**src/rtl/alu_sequencer.sv**
```systemverilog
`timescale 1ns/1ps
`default_nettype none
// +----------------------------------------------------------------------------+
// | Module   : alu_sequencer                                                   |
// | Purpose  : Sequences one ALU instruction (1000rfff) through the relay ALU: |
// |            function select, settle, drive, load strobe and flag capture.   |
// | Options  : define ALUSEQ_PERF_EN to add the op_count completion counter.   |
// | Revision : 1.0 - initial release                                           |
// +----------------------------------------------------------------------------+
module alu_sequencer #(
    parameter int SETTLE_CYCLES = 4
) (
    input  logic        clk,
    input  logic        reset,
    input  logic        start,
    input  logic [7:0]  instr,
    input  logic [7:0]  result,
    input  logic        carry_in,
    output logic [2:0]  f,
    output logic        alu_en,
    output logic        ld_a,
    output logic        ld_d,
    output logic        ld_cond,
    output logic [2:0]  cond,
    output logic        busy,
    output logic        done,
    output logic        illegal
`ifdef ALUSEQ_PERF_EN
    ,
    output logic [15:0] op_count
`endif
);

    typedef enum logic [1:0] {
        S_IDLE   = 2'd0,
        S_SELECT = 2'd1,
        S_DRIVE  = 2'd2,
        S_LATCH  = 2'd3
    } state_t;

    localparam logic [7:0] SETTLE_LOAD = 8'(SETTLE_CYCLES - 1);
    localparam logic [3:0] ALU_OPCODE  = 4'b1000;
    localparam logic [2:0] FN_ADD      = 3'b000;
    localparam logic [2:0] FN_INC      = 3'b001;
    localparam logic [2:0] FN_NOP      = 3'b111;

    state_t     state, state_n;
    logic [7:0] cnt, cnt_n;
    logic [2:0] fsel, fsel_n;
    logic       dst, dst_n;

    logic [2:0] f_n;
    logic [2:0] cond_n;
    logic       alu_en_n;
    logic       ld_a_n;
    logic       ld_d_n;
    logic       ld_cond_n;
    logic       busy_n;
    logic       done_n;
    logic       illegal_n;

    always_comb begin
        state_n   = state;
        cnt_n     = cnt;
        fsel_n    = fsel;
        dst_n     = dst;
        cond_n    = cond;
        done_n    = 1'b0;
        illegal_n = 1'b0;

        case (state)
            S_IDLE: begin
                if (start) begin
                    if (instr[7:4] != ALU_OPCODE) begin
                        illegal_n = 1'b1;
                    end else if (instr[2:0] == FN_NOP) begin
                        done_n = 1'b1;
                    end else begin
                        state_n = S_SELECT;
                        cnt_n   = SETTLE_LOAD;
                        fsel_n  = instr[2:0];
                        dst_n   = instr[3];
                    end
                end
            end
            S_SELECT: begin
                if (cnt == 8'd0) begin
                    state_n = S_DRIVE;
                    cnt_n   = SETTLE_LOAD;
                end else begin
                    cnt_n = cnt - 8'd1;
                end
            end
            S_DRIVE: begin
                if (cnt == 8'd0) begin
                    state_n = S_LATCH;
                end else begin
                    cnt_n = cnt - 8'd1;
                end
            end
            S_LATCH: begin
                state_n = S_IDLE;
                done_n  = 1'b1;
                // Only the adder paths produce a meaningful carry.
                cond_n  = {result[7],
                           carry_in & ((fsel == FN_ADD) || (fsel == FN_INC)),
                           (result == 8'h00)};
            end
            default: begin
                state_n = S_IDLE;
            end
        endcase

        // Outputs are decoded from the next state so every port comes straight off a flop.
        f_n       = (state_n == S_IDLE) ? FN_NOP : fsel_n;
        alu_en_n  = (state_n == S_DRIVE) || (state_n == S_LATCH);
        ld_a_n    = (state_n == S_LATCH) && !dst_n;
        ld_d_n    = (state_n == S_LATCH) && dst_n;
        ld_cond_n = (state_n == S_LATCH);
        busy_n    = (state_n != S_IDLE);
    end

    always_ff @(posedge clk or posedge reset) begin
        if (reset) begin
            state <= S_IDLE;
            cnt   <= 8'd0;
            fsel  <= FN_NOP;
            dst   <= 1'b0;
        end else begin
            state <= state_n;
            cnt   <= cnt_n;
            fsel  <= fsel_n;
            dst   <= dst_n;
        end
    end

    always_ff @(posedge clk or posedge reset) begin
        if (reset) begin
            f       <= FN_NOP;
            alu_en  <= 1'b0;
            ld_a    <= 1'b0;
            ld_d    <= 1'b0;
            ld_cond <= 1'b0;
            cond    <= 3'b000;
            busy    <= 1'b0;
            done    <= 1'b0;
            illegal <= 1'b0;
        end else begin
            f       <= f_n;
            alu_en  <= alu_en_n;
            ld_a    <= ld_a_n;
            ld_d    <= ld_d_n;
            ld_cond <= ld_cond_n;
            cond    <= cond_n;
            busy    <= busy_n;
            done    <= done_n;
            illegal <= illegal_n;
        end
    end

`ifdef ALUSEQ_PERF_EN
    always_ff @(posedge clk or posedge reset) begin
        if (reset) begin
            op_count <= 16'd0;
        end else if (done_n && (op_count != 16'hFFFF)) begin
            op_count <= op_count + 16'd1;
        end
    end
`endif

endmodule
`default_nettype wire

```
**config.mk**
```make
export PLATFORM = sky130hd
export DESIGN_NAME = alu_sequencer
export DESIGN_NICKNAME = d
export VERILOG_FILES = /design/src/rtl/alu_sequencer.sv
export SDC_FILE = /design/constraint.sdc
export NUM_CORES = 1
export LEC_CHECK = 0
export ABC_CLOCK_PERIOD_IN_PS = 2600
export CORE_MARGIN = 2
export CORE_UTILIZATION = 49
export CTS_CLUSTER_DIAMETER = 200
export DETAILED_ROUTE_END_ITERATION = 7
export PLACE_DENSITY = 0.79
export SYNTH_ARGS = -nofsm -noshare
export SYNTH_HDL_FRONTEND = slang
export SYNTH_SLANG_ARGS = --single-unit
```
**constraint.sdc**
```tcl
create_clock -name clk -period 2.6 [get_ports clk]
set_input_delay 0.52 -clock clk [delete_from_list [all_inputs] [get_ports clk]]
set_output_delay 0.52 -clock clk [all_outputs]
set_load 0.02 [all_outputs]
```
* Yosys cells after proc, flatten, opt, wreduce, memory -nomap -nowiden *
Cells that the tools add are included.

operators by class
  add/sub/neg operators = 1
  eq/ne operators = 12
  muxes and demuxes = 28
  bitwise logic cells = 1
  reductions and logical operators = 13

operators with widths
  cell                                                  count
  2-to-1 mux 8 bit                                      5
  case mux 8 bit (3 select lines)                       1
  zero test 8 bit                                       2
  2-to-1 mux 3 bit                                      5
  2-to-1 mux 1 bit                                      10
  2-to-1 mux 2 bit                                      5
  equality test 2 bit (second input constant)           4
  != test 2 bit (second input constant)                 4
  case mux 2 bit (4 select lines)                       1
  subtractor 8 x 1 -> 8 bit (second input constant)     1
  AND reduction 5 bit                                   1
  zero test 2 bit                                       2
  != test 4 bit (second input constant)                 1
  equality test 3 x 1 -> 1 bit (second input constant)  1
  equality test 3 bit (second input constant)           1
  zero test 3 bit                                       1
  nonzero test 3 bit                                    1
  equality test 2 x 1 -> 1 bit (second input constant)  1
  logical AND 1 bit                                     2
  logical OR 1 bit                                      2
  case mux 1 bit (2 select lines)                       1
  nonzero test 2 bit                                    1
  bitwise AND 1 bit                                     1
  zero test 1 bit                                       1

storage, ports and cells
  flip-flop bits (word level) = 27
  bits of input ports = 20
  output and inout bits = 13
  word-level logic and storage cells = 68

* Logic depth before layout (Yosys ltp) *
Gate-level depths: netlist of the first run.

  depth after elaboration = 7
  depth in mapped cells = 8
  gate-level depth less buffers = 7

* Worst setup path after synthesis of the first run *
Ideal clock, no wire load.

  kind = input-to-reg
  from = input port instr[5]
  to = register cnt[6]
  data arrival time = 2.077 ns
  required time = 2.479 ns
  path slack = 0.402 ns
  stages on the path = 5
  buffers on the path = 1
  cell sequence = or4b_1 buf_2 a2111oi_4 o211ai_1 a22o_1

between the ends
  cells in the longest elaborated chain, start to end = 3

RTL lines
  element                               RTL line  text
  start, declared                       16        input logic [7:0] instr,
  != test 4 bit                         74        if (instr[7:4] != ALU_OPCODE) begin
  != test 2 bit (no source line)        -
  AND reduction 5 bit (no source line)  -
  end signal, assigned                  131       cnt <= cnt_n;
  end, declared                         48        logic [7:0] cnt, cnt_n;

Every way passes these cells.
A chain may end at the register's enable or synchronous reset.

* Worst setup path after layout of the first run *
Same ends and word-level chain as after synthesis.

==> results.md, run 1 <==
- Status: finished, final reports clean
- Largest net degree at the start of global routing: 27
- Vias per cell: 5.73
- CTS Buf Count: 3
- Worst R2R Start: cnt[0]
- Top Layer Used: met4
- Finished Layout Cells: 199
- Clock latency at the later pin of the worst-skew pair: 0.33 ns
- Antenna Nets Post-Route: 0
- Clock Sinks: 26
- Largest area contributor in the synthesized netlist: dfrtp_1
- Synthesized cell area: 1380 um^2
- Top-area cell type share of the netlist area: 0.363
- Worst Setup Start Kind: primary input
- Final HPWL DP: 2380 um
- Initial Util: 0.508
- Placed Area: 1770 um^2
- Post-synthesis instance total: 128
- Register area: 658 um^2
- Crit-path slowest cell: or4b_1
- GRT Total Usage: 0.207
- Count leader, synth: dfrtp_1
- Final hold violations: 0
- Met1 Routed Length: 1280 um
- Number of fill cells: 208
- DR iter-0 viols: 48
- Area of the core: 2710 um^2
- Post-route cell area: 1810 um^2
- Slew Limit Headroom: 0.601
- Clock Skews: 0.00506 ns
- Final critical-path required period: 2.28 ns
- Hold Path Class: in2async
- Max frequency: 438 MHz
- RSZ-0062 raised after global routing: false
- Unique masters post-synth: 41
- Metal3 WL: 117 um
- CP max stage delay: 0.65 ns
- Main synth FF type: dfrtp_1
- Hold Buf Count CTS: 0
- Area Growth Syn to Fin: 31.3%
- Vias: 1140
- CTS tree: done
- Htree depth: 1
- Die height: 57.0 um
- DRC viols: 0
- Met2 wire length: 1680 um
- Die area: 3250 um^2
- Die X-Extent: 57.0 um
- Top cells by area, synth: dfrtp_1, dfstp_2, ha_1
- Global-route wire length before repair: 5300 um
- Placed insts: 195
- Warnings, synthesis: 0
- Hold slack final: 0.518 ns
- Placement Rows: 19
- Crit path cell chain: clkdlybuf4s50_1 -> or4b_1 -> a2111oi_4 -> buf_4 -> o211ai_1 -> a22o_1
- Final Wtd Congestion: 0.823
- Final setup viols: 0
- DR WL/cell: 15.7 um
- Root buf cell: clkbuf_4
- Top post-synthesis cells by count: dfrtp_1, inv_1, ha_1
- Share of layout cells above drive strength 1: 0.149
- Vias in the first global route: 1187
- EDFF count, synth: 0
- CP Max Fanout: 10
- GRT Residual Overflow: 0
- Worst Path Arrival: 2.52 ns
- Cell leakage power: 0.814 nW
- Initial antenna violation count: 0
- Worst VDD drop: 0.691 mV
- Clock buffer depth: 2
- Drt first pass iters: 4
- Max cap viols: 0
- Antenna diode count: 0
- Final net count: 197
- Multi-input logic area: 673 um^2
- Total setup buffers inserted after CTS: 0
- Setup crit start: instr[5]
- Avg Inst Size Synth: 10.8 um^2
- Max-slew violations: 0
- Register area share after synthesis: 0.478
- Crit share post-route: 0.879
- Final WS setup: 0.316 ns
- WP data required: 2.83 ns
- Crit. End Element: flip-flop
- PostCTS Resize Cnt: 0
- Yosys reg bits: 26
- Total power: 1.44 mW
- Final wirelength: 3120 um
- Placement Setup Slack: -0.0336 ns
- Critical path class: in2reg
- Power Density: 796 nW/um^2
- I/O pin cnt: 33
- Synth async-reset ratio: 1.00
- Slew at the pin with the worst max-slew slack: 0.597 ns
- IO buf count: 32
- Clock transition at the registers of the reported paths: 0.14 ns
- Syn_nets: 156
area by class of cell:
cell class / count / share of cell area
inverters: 10 / 0.0207
clock buffers: 4 / 0.0201
flip-flops and latches: 26 / 0.364
multi-input cells: 90 / 0.372
repair buffers: 38 / 0.202
well taps: 31 / 0.0214
critical path, delay by kind of cell:
family,cells,cell delay [ns]
and+or+nand+nor,1,0.65
AOI/OAI and AO/OA,3,0.74
buffers and inverters,2,0.61
per-stage QoR:
stage,utilization,setup TNS [ns]
2_1_floorplan,-,0
3_3_place_gp,0.654,0
3_5_place_dp,0.654,-0.113
4_1_cts,0.668,0
5_1_grt,0.668,0
6_report,0.668,0
path summary, 6_finish.rpt:
check	endpoint	slack [ns]	cells after the start
max	cnt[6]	0.32	6
min	ld_cond	0.52	3
max reg2reg	cnt[0]	0.34	6
min reg2reg	dst	0.52	2
max in group asynchronous	fsel[1]	1.79	3
min in group clk	dst	0.52	2
registers in the layout, indices dropped and copies added, names as in the netlist:
name     flops
cnt          8
cond         3
f            3
fsel         3
alu_en       1
busy         1
done         1
dst          1
illegal      1
ld_a         1
ld_cond      1
ld_d         1
state        1
placed cells by master (no fill, tap or decap), types with 4 or more instances in the layout:
| cell | netlist | layout |
|---|---|---|
| clkdlybuf4s50_1 | 0 | 32 |
| dfrtp_1 | 20 | 20 |
| inv_1 | 10 | 10 |
| ha_1 | 8 | 8 |
| a21oi_1 | 6 | 6 |
| dfstp_2 | 6 | 6 |
| buf_4 | 0 | 6 |
| nor3_1 | 5 | 5 |
| a31oi_1 | 5 | 5 |
| nor2_1 | 5 | 5 |
| nor2b_1 | 4 | 4 |
| and2_1 | 4 | 4 |
| nor4_1 | 4 | 4 |
| a22o_1 | 4 | 4 |
| nand2_1 | 4 | 4 |
power breakdown:
| part | internal [mW] | switching (mW) | leakage [nW] |
|---|---|---|---|
| logic | 0.294 | 0.319 | 0.467 |
| clock network | 0.0858 | 0.124 | 0.0210 |
| registers | 0.541 | 0.0774 | 0.326 |
| total | 0.920 | 0.521 | 0.814 |
cells by family (layout without fill, tap and decap cells):
logic type | count (synthesis) | count (layout) | synth area share
fa+ha+maj | 8 | 8 | 0.0727
simple gates | 42 | 42 | 0.185
mux | 3 | 3 | 0.0236
compound gates | 37 | 37 | 0.207
flops | 26 | 26 | 0.478
buf+inv | 12 | 52 | 0.0336
routing by layer:
metal	vias to the layer above	global-route usage
met2	27	0.381
met4	0	0.0797
met5	-	0
met3	5	0.0295
met1	551	0.243
li1	557	-
No activity file was read; power rests on OpenSTA's default activity.
==> run 2, diff against run 1 <==
--- a/config.mk
+++ b/config.mk
@@ -7,4 +7,5 @@
 export LEC_CHECK = 0
 export ABC_CLOCK_PERIOD_IN_PS = 2600
+export CAP_MARGIN = 25
 export CORE_MARGIN = 2
 export CORE_UTILIZATION = 49
==> constraint.sdc (replaced) <==
create_clock -name clk -period 2.6 [get_ports clk]
set_input_delay 0.52 -clock clk [delete_from_list [all_inputs] [get_ports clk]]
set_output_delay 0.52 -clock clk [all_outputs]
set_load 0.1 [all_outputs]
==> run 2 against run 1 <==
Routed wire length decreased by 1.3%. First-iteration DRC count increased by 10%. Largest power group is now combinational logic. Worst setup slack gained 0.034 ns. Clock-buffer cell count unchanged. Non-clock buffer count is 1 higher. Core utilization decreased by 0.88 points. Largest cell class unchanged. Clock skew down 0.0013 ns. Sequential power rose by 0.8%. Highest routed layer unchanged. Critical endpoint is now cnt[1]. Cell count up 0.50%. Critical path depth unchanged. Register-to-register slack gained 0.14 ns.
==> results.md, run 2 (synthesis gave the netlist of run 1 again) <==
- Status: finished, final reports clean
- CTS Buf Count: 3
- Antenna diode count: 0
- Most flops, register: cnt
- Global-route wire length before repair: 4980 um
- Reg2reg setup slack: 0.48 ns
- Sw Share: 0.480
- Worst VDD drop: 0.674 mV
- RSZ-0062 raised after global routing: false
- Vias per cell: 5.74
- Slew at the pin with the worst max-slew slack: 0.544 ns
- Combinational power share: 0.524
- Vias: 1147
- CP max stage delay: 0.61 ns
- Sequential Power Share: 0.357
- Total power: 1.74 mW
- Area of the core: 2710 um^2
- Most frequent cells in the layout: buf_4, dfrtp_1, clkdlybuf4s50_1
- Largest net degree at the start of global routing: 18
- Worst Path Arrival: 2.47 ns
- R2R cell count: 6
- Crit path cell chain: clkdlybuf4s50_1 -> or4b_1 -> a2111oi_4 -> buf_4 -> and2_1 -> a31oi_1
- CP delay by family, top: simple AND/OR/NAND/NOR gates
- Max cap viols: 0
- Most common library cell in the layout ignoring fill and taps: buf_4
- Antenna Nets Post-Route: 0
- CP Max Fanout: 10
- Die X-Extent: 57.0 um
- Htree depth: 1
- Share of layout cells above drive strength 1: 0.237
- Stages on worst setup path: 6
- Placement Rows: 19
- Final setup viols: 0
- Final wirelength: 3080 um
- Max frequency: 444 MHz
- Die area: 3250 um^2
- DR WL/cell: 15.4 um
- Max-slew violations: 0
- Final HPWL DP: 2350 um
- Crit. End Element: flip-flop
- Area Growth Syn to Fin: 29.6%
- IO buf count: 32
- Crit-path slowest cell: or4b_1
- Clock Skews: 0.00378 ns
- Total setup buffers inserted after CTS: 0
- Die height: 57.0 um
- Worst Setup Start Kind: primary input
- WP buf/inv: 2
- DRC viols: 0
- Power Density: 976 nW/um^2
- Post-route cell area: 1790 um^2
- Final Wtd Congestion: 0.832
- Clock share of power: 0.119
- Net switching component of the power: 838 uW
- Placed Area: 1750 um^2
- Initial antenna violation count: 0
- Initial Util: 0.508
- Hold Buf Count CTS: 0
- Clock Sinks: 26
- PostCTS Resize Cnt: 0
- Cell leakage power: 0.835 nW
- Max reg flops: 8
- Vias in the first global route: 1121
- Final net count: 198
- Clock transition at the registers of the reported paths: 0.14 ns
- Clock buffer depth: 2
- GRT Residual Overflow: 0
- GRT Total Usage: 0.194
- Clock latency at the later pin of the worst-skew pair: 0.33 ns
- I/O pin cnt: 33
- Drt first pass iters: 4
- Int Pwr: 906 uW
- DR iter-0 viols: 53
- Root buf cell: clkbuf_4
- Final hold violations: 0
- Setup TNS: 0 ns
- Hold Path Class: in2async
- Crit share post-route: 0.866
- Hold slack final: 0.423 ns
- CTS tree: done
- Slew Limit Headroom: 0.634
- Critical path class: in2reg
- Final critical-path required period: 2.25 ns
- WP data required: 2.82 ns
[run 2: power by group through the flow]
stage,registers (mW),clock network (mW),logic [mW]
after floorplan,0.985,0,0.320
after global placement,0.623,0,0.891
after detailed placement,0.630,0,0.913
after CTS,0.623,0.213,0.915
after global routing,0.636,0.222,0.969
final,0.623,0.207,0.914
[run 2: layer usage]
metal  vias up  GRT usage  part of all wire
met5         -          0                 0
met4         0     0.0764             0.014
met3         4     0.0204             0.034
met2        27      0.345              0.52
met1       555      0.243              0.43
li1        561          -                 -
[run 2: cell type report]
| class | count | area, um^2 |
|---|---|---|
| Timing Repair Buffer | 39 | 340 |
| Sequential cell | 26 | 659 |
| Clock buffer | 4 | 36.3 |
| Inverter | 10 | 37.5 |
| Fill cell | 231 | 925 |
| Multi-Input combinational cell | 90 | 673 |
| Tap cell | 31 | 38.8 |
[run 2: stage by stage]
| step | instances | worst slack, ns | util |
|---|---|---|---|
| floorplan | 128 | 0.179 | - |
| global placement | 196 | 0.0335 | 0.645 |
| detailed placement | 196 | -0.0225 | 0.645 |
| CTS | 200 | 0.348 | 0.659 |
| global route | 200 | 0.282 | 0.659 |
| finish | 200 | 0.349 | 0.659 |
[run 2: final timing paths]
kind | end | from
min reg2reg | dst | dst
max | cnt[1] | instr[5]
max reg2reg | busy | alu_en
min | alu_en | reset
min in group clk | dst | dst
max in group asynchronous | illegal | reset
[run 2: worst reg2reg max path: stages, from the launching register on]
cell	delay [ns]
dfrtp_2	0.49
inv_1	0.12
ha_1	0.35
nand2_1	0.20
or3_1	0.39
o311a_1	0.18
or2_2	0.30
